File: config.mk
export PLATFORM = sky130hd
export DESIGN_NAME = vga_rect_fill_engine
export DESIGN_NICKNAME = d
export VERILOG_FILES = /design/src/rtl/vga_rect_fill_engine.sv
export SDC_FILE = /design/constraint.sdc
export NUM_CORES = 1
export LEC_CHECK = 0
export ABC_AREA = 1
export ABC_CLOCK_PERIOD_IN_PS = 3300
export BUFFER_PORTS_ARGS = -buffer_cell sky130_fd_sc_hd__clkbuf_2
export CORE_ASPECT_RATIO = 1.25
export CORE_MARGIN = 2
export CORE_UTILIZATION = 30
export DETAILED_ROUTE_END_ITERATION = 6
export PLACE_DENSITY = 0.48
export SLEW_MARGIN = 20
export SYNTH_ARGS = -nofsm -noshare
export SYNTH_HDL_FRONTEND = slang
export SYNTH_SLANG_ARGS = --single-unit
File: constraint.sdc
create_clock -name sys_clk -period 3.3 [get_ports sys_clk]
set_clock_uncertainty 0.2 [all_clocks]
set_input_delay 0.66 -clock sys_clk [delete_from_list [all_inputs] [get_ports sys_clk]]
set_output_delay 0.66 -clock sys_clk [all_outputs]
set_load 0.03 [all_outputs]
File: src/rtl/vga_rect_fill_engine.sv
// Rectangle fill master: clips one rectangle command to the visible area and
// writes it pixel by pixel in raster order, stalling on src_rdy.
//
// state   | meaning
// --------+------------------------------------------------------------
// S_IDLE  | waiting for a command, cmd_ready high
// S_CLIP  | one cycle: compute clamped end corner, detect empty command
// S_WRITE | issuing pixel writes, advancing on src_write & src_rdy
// S_DONE  | one cycle: done pulse, clipped valid
module vga_rect_fill_engine #(
    parameter int H_SIZE    = 10,
    parameter int V_SIZE    = 10,
    parameter int H_DISPLAY = 640,
    parameter int V_DISPLAY = 480,
    parameter int RGB_SIZE  = 12,
    parameter int AVS_DW    = 16
) (
    input  logic                sys_clk,
    input  logic                sys_rst_n,
    input  logic                cmd_valid,
    output logic                cmd_ready,
    input  logic [H_SIZE-1:0]   cmd_x0,
    input  logic [V_SIZE-1:0]   cmd_y0,
    input  logic [H_SIZE-1:0]   cmd_w,
    input  logic [V_SIZE-1:0]   cmd_h,
    input  logic [RGB_SIZE-1:0] cmd_color,
    output logic                busy,
    output logic                done,
    output logic                clipped,
    output logic                src_read,
    output logic                src_write,
    output logic [H_SIZE-1:0]   src_x,
    output logic [V_SIZE-1:0]   src_y,
    output logic [AVS_DW-1:0]   src_writedata,
    input  logic                src_rdy
);

    localparam int XW = H_SIZE + 1;
    localparam int YW = V_SIZE + 1;
    localparam logic [XW-1:0] X_LAST = XW'(H_DISPLAY - 1);
    localparam logic [YW-1:0] Y_LAST = YW'(V_DISPLAY - 1);
    localparam logic [XW-1:0] X_LIM  = XW'(H_DISPLAY);
    localparam logic [YW-1:0] Y_LIM  = YW'(V_DISPLAY);

    typedef enum logic [1:0] {
        S_IDLE,
        S_CLIP,
        S_WRITE,
        S_DONE
    } state_t;

    state_t                state_q, state_d;
    logic [H_SIZE-1:0]     x0_q, x0_d;
    logic [V_SIZE-1:0]     y0_q, y0_d;
    logic [H_SIZE-1:0]     w_q, w_d;
    logic [V_SIZE-1:0]     h_q, h_d;
    logic [RGB_SIZE-1:0]   color_q, color_d;
    logic [XW-1:0]         x1_q, x1_d;
    logic [YW-1:0]         y1_q, y1_d;
    logic [H_SIZE-1:0]     src_x_q, src_x_d;
    logic [V_SIZE-1:0]     src_y_q, src_y_d;
    logic                  src_write_q, src_write_d;
    logic                  clip_pend_q, clip_pend_d;
    logic                  clipped_q, clipped_d;

    logic [XW-1:0]         xe, x1_c;
    logic [YW-1:0]         ye, y1_c;
    logic                  empty;
    logic                  x_at_end, y_at_end;

    // End corners carry one extra bit so x0+w overflow clamps instead of wrapping.
    always_comb begin
        xe       = {1'b0, x0_q} + {1'b0, w_q} - XW'(1);
        ye       = {1'b0, y0_q} + {1'b0, h_q} - YW'(1);
        x1_c     = (xe > X_LAST) ? X_LAST : xe;
        y1_c     = (ye > Y_LAST) ? Y_LAST : ye;
        empty    = (w_q == '0) || (h_q == '0) ||
                   ({1'b0, x0_q} >= X_LIM) || ({1'b0, y0_q} >= Y_LIM);
        x_at_end = ({1'b0, src_x_q} == x1_q);
        y_at_end = ({1'b0, src_y_q} == y1_q);
    end

    always_comb begin
        state_d     = state_q;
        x0_d        = x0_q;
        y0_d        = y0_q;
        w_d         = w_q;
        h_d         = h_q;
        color_d     = color_q;
        x1_d        = x1_q;
        y1_d        = y1_q;
        src_x_d     = src_x_q;
        src_y_d     = src_y_q;
        src_write_d = src_write_q;
        clip_pend_d = clip_pend_q;
        clipped_d   = clipped_q;

        case (state_q)
            S_IDLE: begin
                if (cmd_valid) begin
                    x0_d    = cmd_x0;
                    y0_d    = cmd_y0;
                    w_d     = cmd_w;
                    h_d     = cmd_h;
                    color_d = cmd_color;
                    state_d = S_CLIP;
                end
            end
            S_CLIP: begin
                x1_d = x1_c;
                y1_d = y1_c;
                if (empty) begin
                    clipped_d = 1'b1;
                    state_d   = S_DONE;
                end else begin
                    clip_pend_d = (xe > x1_c) || (ye > y1_c);
                    src_x_d     = x0_q;
                    src_y_d     = y0_q;
                    src_write_d = 1'b1;
                    state_d     = S_WRITE;
                end
            end
            S_WRITE: begin
                if (src_write_q && src_rdy) begin
                    if (x_at_end) begin
                        if (y_at_end) begin
                            src_write_d = 1'b0;
                            clipped_d   = clip_pend_q;
                            state_d     = S_DONE;
                        end else begin
                            src_x_d = x0_q;
                            src_y_d = src_y_q + V_SIZE'(1);
                        end
                    end else begin
                        src_x_d = src_x_q + H_SIZE'(1);
                    end
                end
            end
            S_DONE: begin
                state_d = S_IDLE;
            end
            default: begin
                state_d     = S_IDLE;
                src_write_d = 1'b0;
            end
        endcase
    end

    always_ff @(posedge sys_clk or negedge sys_rst_n) begin
        if (!sys_rst_n) begin
            state_q     <= S_IDLE;
            x0_q        <= '0;
            y0_q        <= '0;
            w_q         <= '0;
            h_q         <= '0;
            color_q     <= '0;
            x1_q        <= '0;
            y1_q        <= '0;
            src_x_q     <= '0;
            src_y_q     <= '0;
            src_write_q <= 1'b0;
            clip_pend_q <= 1'b0;
            clipped_q   <= 1'b0;
        end else begin
            state_q     <= state_d;
            x0_q        <= x0_d;
            y0_q        <= y0_d;
            w_q         <= w_d;
            h_q         <= h_d;
            color_q     <= color_d;
            x1_q        <= x1_d;
            y1_q        <= y1_d;
            src_x_q     <= src_x_d;
            src_y_q     <= src_y_d;
            src_write_q <= src_write_d;
            clip_pend_q <= clip_pend_d;
            clipped_q   <= clipped_d;
        end
    end

    assign cmd_ready = (state_q == S_IDLE);
    assign busy      = (state_q != S_IDLE);
    assign done      = (state_q == S_DONE);
    assign clipped   = clipped_q;
    assign src_read  = 1'b0;
    assign src_write = src_write_q;
    assign src_x     = src_x_q;
    assign src_y     = src_y_q;

    always_comb begin
        src_writedata                 = '0;
        src_writedata[RGB_SIZE-1:0]   = color_q;
    end

endmodule

# After elaboration in Yosys (flattened, before gate mapping)
# Cells that the tools add are included.
# W data, S select, Z words.
dict set report word_totals {
  output_inout_bits 42
  latch_bits 0
  wordCells 84
  n_memories 0
  mem_bits_ro 0
  reg_bits 99
  in_bits 56
  ram_bits 0
}
dict set report op_classes {
  bitwise 1
  n_eq_ne 13
  order_cmp 6
  reduce_logical 17
  n_mul 0
  div_mod_pow 0
  shift 0
  addsub 6
  muxes 28
}
# op count
set op_table {}
lappend op_table {{$mux W10} 8}
lappend op_table {{$pmux W10 S2} 2}
lappend op_table {{$add A10 B10 Y11} 2}
lappend op_table {{$eq A10 B11 Y1} 2}
lappend op_table {{$gt A11 B11 Y1} 2}
lappend op_table {{$mux W11} 2}
lappend op_table {{$sub A11 B1 Y11 const B} 2}
lappend op_table {{$add A10 B1 Y10 const B} 2}
lappend op_table {{$logic_not A10 Y1} 2}
lappend op_table {{$reduce_and A5 Y1} 3}
lappend op_table {{$ne A2 B2 Y1 const B} 7}
lappend op_table {{$gt A11 B10 Y1 const B} 1}
lappend op_table {{$gt A11 B9 Y1 const B} 1}
lappend op_table {{$ge A10 B10 Y1 const B} 1}
lappend op_table {{$ge A10 B9 Y1 const B} 1}
lappend op_table {{$mux W1} 9}
lappend op_table {{$mux W2} 4}
lappend op_table {{$pmux W2 S4} 1}
lappend op_table {{$reduce_and A4 Y1} 2}
lappend op_table {{$eq A2 B2 Y1 const B} 2}
lappend op_table {{$logic_or A1 B1 Y1} 4}
lappend op_table {{$pmux W1 S2} 2}
lappend op_table {{$reduce_and A2 Y1} 2}
lappend op_table {{$reduce_bool A2 Y1} 2}
lappend op_table {{5 further kinds} 5}

# Longest topological paths before layout
dict set report depth {
  ltp_word 6
  mapped_depth 17
  depth_no_buf 17
}

# Worst setup path after synthesis
# OpenSTA, ideal clock, no wires.
dict set report synth_path {
  path_kind {register to register}
  start {reg x0_q[1]}
  end {reg x1_q[4]}
  slack_ns 0.922
  t_arrival_ns 2.059
  period_less_slack_ns 2.378
  path_stages_with_launch 15
  path_buffers 0
  cell_sequence {dfrtp_1 inv_1 ha_1 inv_1 ha_1 inv_1 fa_1 o21ai_1 nand2_1 nand3_1 nand2_1 nand2_1 nand2_2 o22ai_1 inv_1}
}
dict set report synth_between {
  elab_chain_cells 4
}
# element line
set synth_lines {}
lappend synth_lines {{start: declaration} 53} ;# logic [H_SIZE-1:0] x0_q, x0_d;
lappend synth_lines {{start signal: assignment} 152} ;# x0_q <= '0;
lappend synth_lines {{start signal: assignment} 166} ;# x0_q <= x0_d;
lappend synth_lines {{$add A10 B10 Y11 *} 73} ;# xe = {1'b0, x0_q} + {1'b0, w_q} - XW'(1);
lappend synth_lines {{$sub A11 B1 Y11 *} 73}
lappend synth_lines {{$gt A11 B10 Y1} 75} ;# x1_c = (xe > X_LAST) ? X_LAST : xe;
lappend synth_lines {{$mux W11 *} 75}
lappend synth_lines {{end signal: assignment} 157} ;# x1_q <= '0;
lappend synth_lines {{end signal: assignment} 171} ;# x1_q <= x1_d;
lappend synth_lines {{end: declaration} 58} ;# logic [XW-1:0] x1_q, x1_d;
# Mark *: on every way between the ends. The rest lies on a longest branch, timed or not.
# A chain may end at the register's enable or synchronous reset.

# Worst setup path in the final report
dict set report layout_path {
  start {reg w_q[1]}
  end {reg x1_q[6]}
}
dict set report layout_between {
  elab_chain_cells 4
}
# element line
set layout_lines {}
lappend layout_lines {{start: declaration} 55} ;# logic [H_SIZE-1:0] w_q, w_d;
lappend layout_lines {{start signal: assignment} 168} ;# w_q <= w_d;
lappend layout_lines {{$add A10 B10 Y11 *} 73}
lappend layout_lines {{$sub A11 B1 Y11 *} 73}
lappend layout_lines {{$gt A11 B10 Y1} 75}
lappend layout_lines {{$mux W11 *} 75}
# Marks and branches as above.

==> flow_summary.toml <==
[outcome]
status = "completed"

[clock_network]
cts_setup_buffers = 0
clock_latency_ps = 360
h-tree-depth = 3
cts_tree = "done"
cts.hold.buffers_added = 0
clkSlewWorstSetupHoldPaths_ps = 70
numClockSinks = 99
root_buffer = "clkbuf_16"
cts_max_path_buffers = 2
numCtsBuffers = 9
cts-resized-gates = 0

[synth]
ys_ff_latch = 99
yosys.area.top_type = "dfrtp_1"
synth_edf_count = 0
ys_seq_area_frac = 0.3803
synthCells = 904
synth_top_area_share = 0.3803
yosys_warnings = 0
async_reset_ff_frac = 1.000
syn_area_sq_mm = 0.006514
synth-main-ff-cell = "dfrtp_1"
synth.distinct_cells = 35
synth_area_per_cell_sq_um = 7.205
synth_area_leaders = "dfrtp_1 (38%), nand2_1 (14%), inv_1 (9.3%)"

[detailed_routing]
drt_pass1_iterations = 4
drt_iter0_markers = 239
num_vias = 5545
via_per_inst = 4.359
wl_per_cell_um = 13.26
drt-total-wl_um = 16870
drc = 0
antenna_left = 0

[setup_path]
crit_required_ps = 3350
critPathArrivalTime_ps = 2720
start_kind = "flip-flop"
critical_path_peak_fanout = 9
endpoint_kind = "flip-flop"
crit_type = "flip-flop to flip-flop"

[layout]
regArea_sq_mm = 0.002477
multi_input_area_sq_mm = 0.003279
drive_gt1_frac = 0.1490
stdcell_area_sq_mm = 0.007535
fillers = 2359
layout_commonest_cell = "nand2_1"
num_antenna_cells = 0
final_cell_mix = "nand2_1 (241), inv_1 (161), dfrtp_1 (99), clkbuf_2 (91), nor2_1 (86)"
syn_to_final_growth_pct = 15.67
nets = 1090

[floorplanning]
die_h_um = 168.7
start_util = 0.3044
die_area_sq_mm = 0.02291
io_pins = 98
core-area_sq_mm = 0.02140
die_w_um = 135.8
rows = 60

[placement]
finalWeightedCongestion = 0.8713
numPortBuffers = 92
placed_area_sq_mm = 0.007246
hpwl_um = 13470

[global_routing]
grtUsageTotal = 0.1543
grt_pass1_wl_um = 28100
grt-ovfl-total = 0
antenna_found_initial = 1
grt_pass1_vias = 5611
grt_max_degree = 93

[timing]
finalCritPeriodShare = 0.8089
hold_viol = 0
fmaxAchievable_mhz = 374.6
period_needed_ps = 2669
drv_slew = 0
setup_violations = 0
tightest_slew_ps = 933.5
slew_headroom = 0.3777
rsz0062_at_grt = "false"
fin_setup_tns_ps = 0

[hold_path]
hold_path_class = "input pin to asynchronous set/reset pin"

[job]
maxCapViolations = 0
synth_stat cells, types with 5 or more instances:
cell type	count
nand2_1	242
inv_1	161
dfrtp_1	99
nor2_1	86
nand3_1	73
a21oi_1	52
ha_1	44
o21ai_0	15
clkbuf_1	14
nand4_1	14
mux2_2	12
xnor2_1	11
xor2_1	10
o22ai_1	9
nor3_1	8
buf_4	7
or2_2	5
layout make-up:
cell class              count  area share
multi-input cells         615      0.4352
inverters                 165     0.08220
well taps                 279     0.04633
repair buffers             98     0.06908
clock inverters             4    0.004318
flip-flops and latches     99      0.3288
clock buffers              12     0.03404
final timing paths:
kind,from,to,slack [ps],cells after the start
hold / removal,sys_rst_n,src_x[6],130,1
setup reg to reg,w_q[1],x1_q[6],630,14
max in group asynchronous,sys_rst_n,y1_q[10],2070,2
setup / recovery,w_q[1],x1_q[6],630,14
hold reg to reg,clip_pend_q,clip_pend_q,280,2
min in group sys_clk,clip_pend_q,clip_pend_q,280,2
worst max-delay path: stages, from the launching register on:
cell     delay (ps)
dfrtp_1         380
inv_1            80
ha_1            230
inv_1            60
ha_1            180
inv_1            60
fa_1            420
o21ai_1         240
nand2_1         110
nand3_1          80
nand2_1          80
nand2_1          80
nand2_2         120
o22ai_1         160
inv_1            60
kinds of logic (layout without fill, tap and decap cells):
family	count (synthesis)	in the layout	share of synthesized area
compound gates	87	87	0.07261
xor+xnor	21	21	0.02824
fa+ha+maj	46	46	0.09067
buf+inv	194	279	0.1197
flops	99	99	0.3803
mux	12	12	0.02075
other cells	1	5	0.0005757
simple gates	444	444	0.2872
flip-flops by register name, summed over array words and instances, names as in the netlist:
signal       flops
src_y           10
clip_pend_q      1
clipped          1
y0_q            10
state_q          2
src_write        1
y1_q            11
w_q             10
h_q             10
color_q         12
src_x           10
x1_q            11
x0_q            10
per-layer routing:
metal	vias to the layer above	global-route usage	share of wire
li1	2968	-	-
met2	108	0.2525	0.46
met1	2451	0.2022	0.48
met4	2	0.04484	0.014
met3	16	0.03744	0.050
met5	-	0	0.00095
stage by stage:
stage	hold WS, ps	worst slack [ps]	util	cells
after floorplan	164.4	922.1	-	908
final	134.7	630.6	0.3522	1272
after detailed placement	259.6	644.7	0.3387	1256
after global routing	184.3	346.1	0.3522	1272
after CTS	165.7	626.4	0.3522	1272
after global placement	265.3	695.0	0.3387	1256
Power is not shown: default switching activity piles up to over one toggle a cycle in this logic, so the estimate is an artifact.
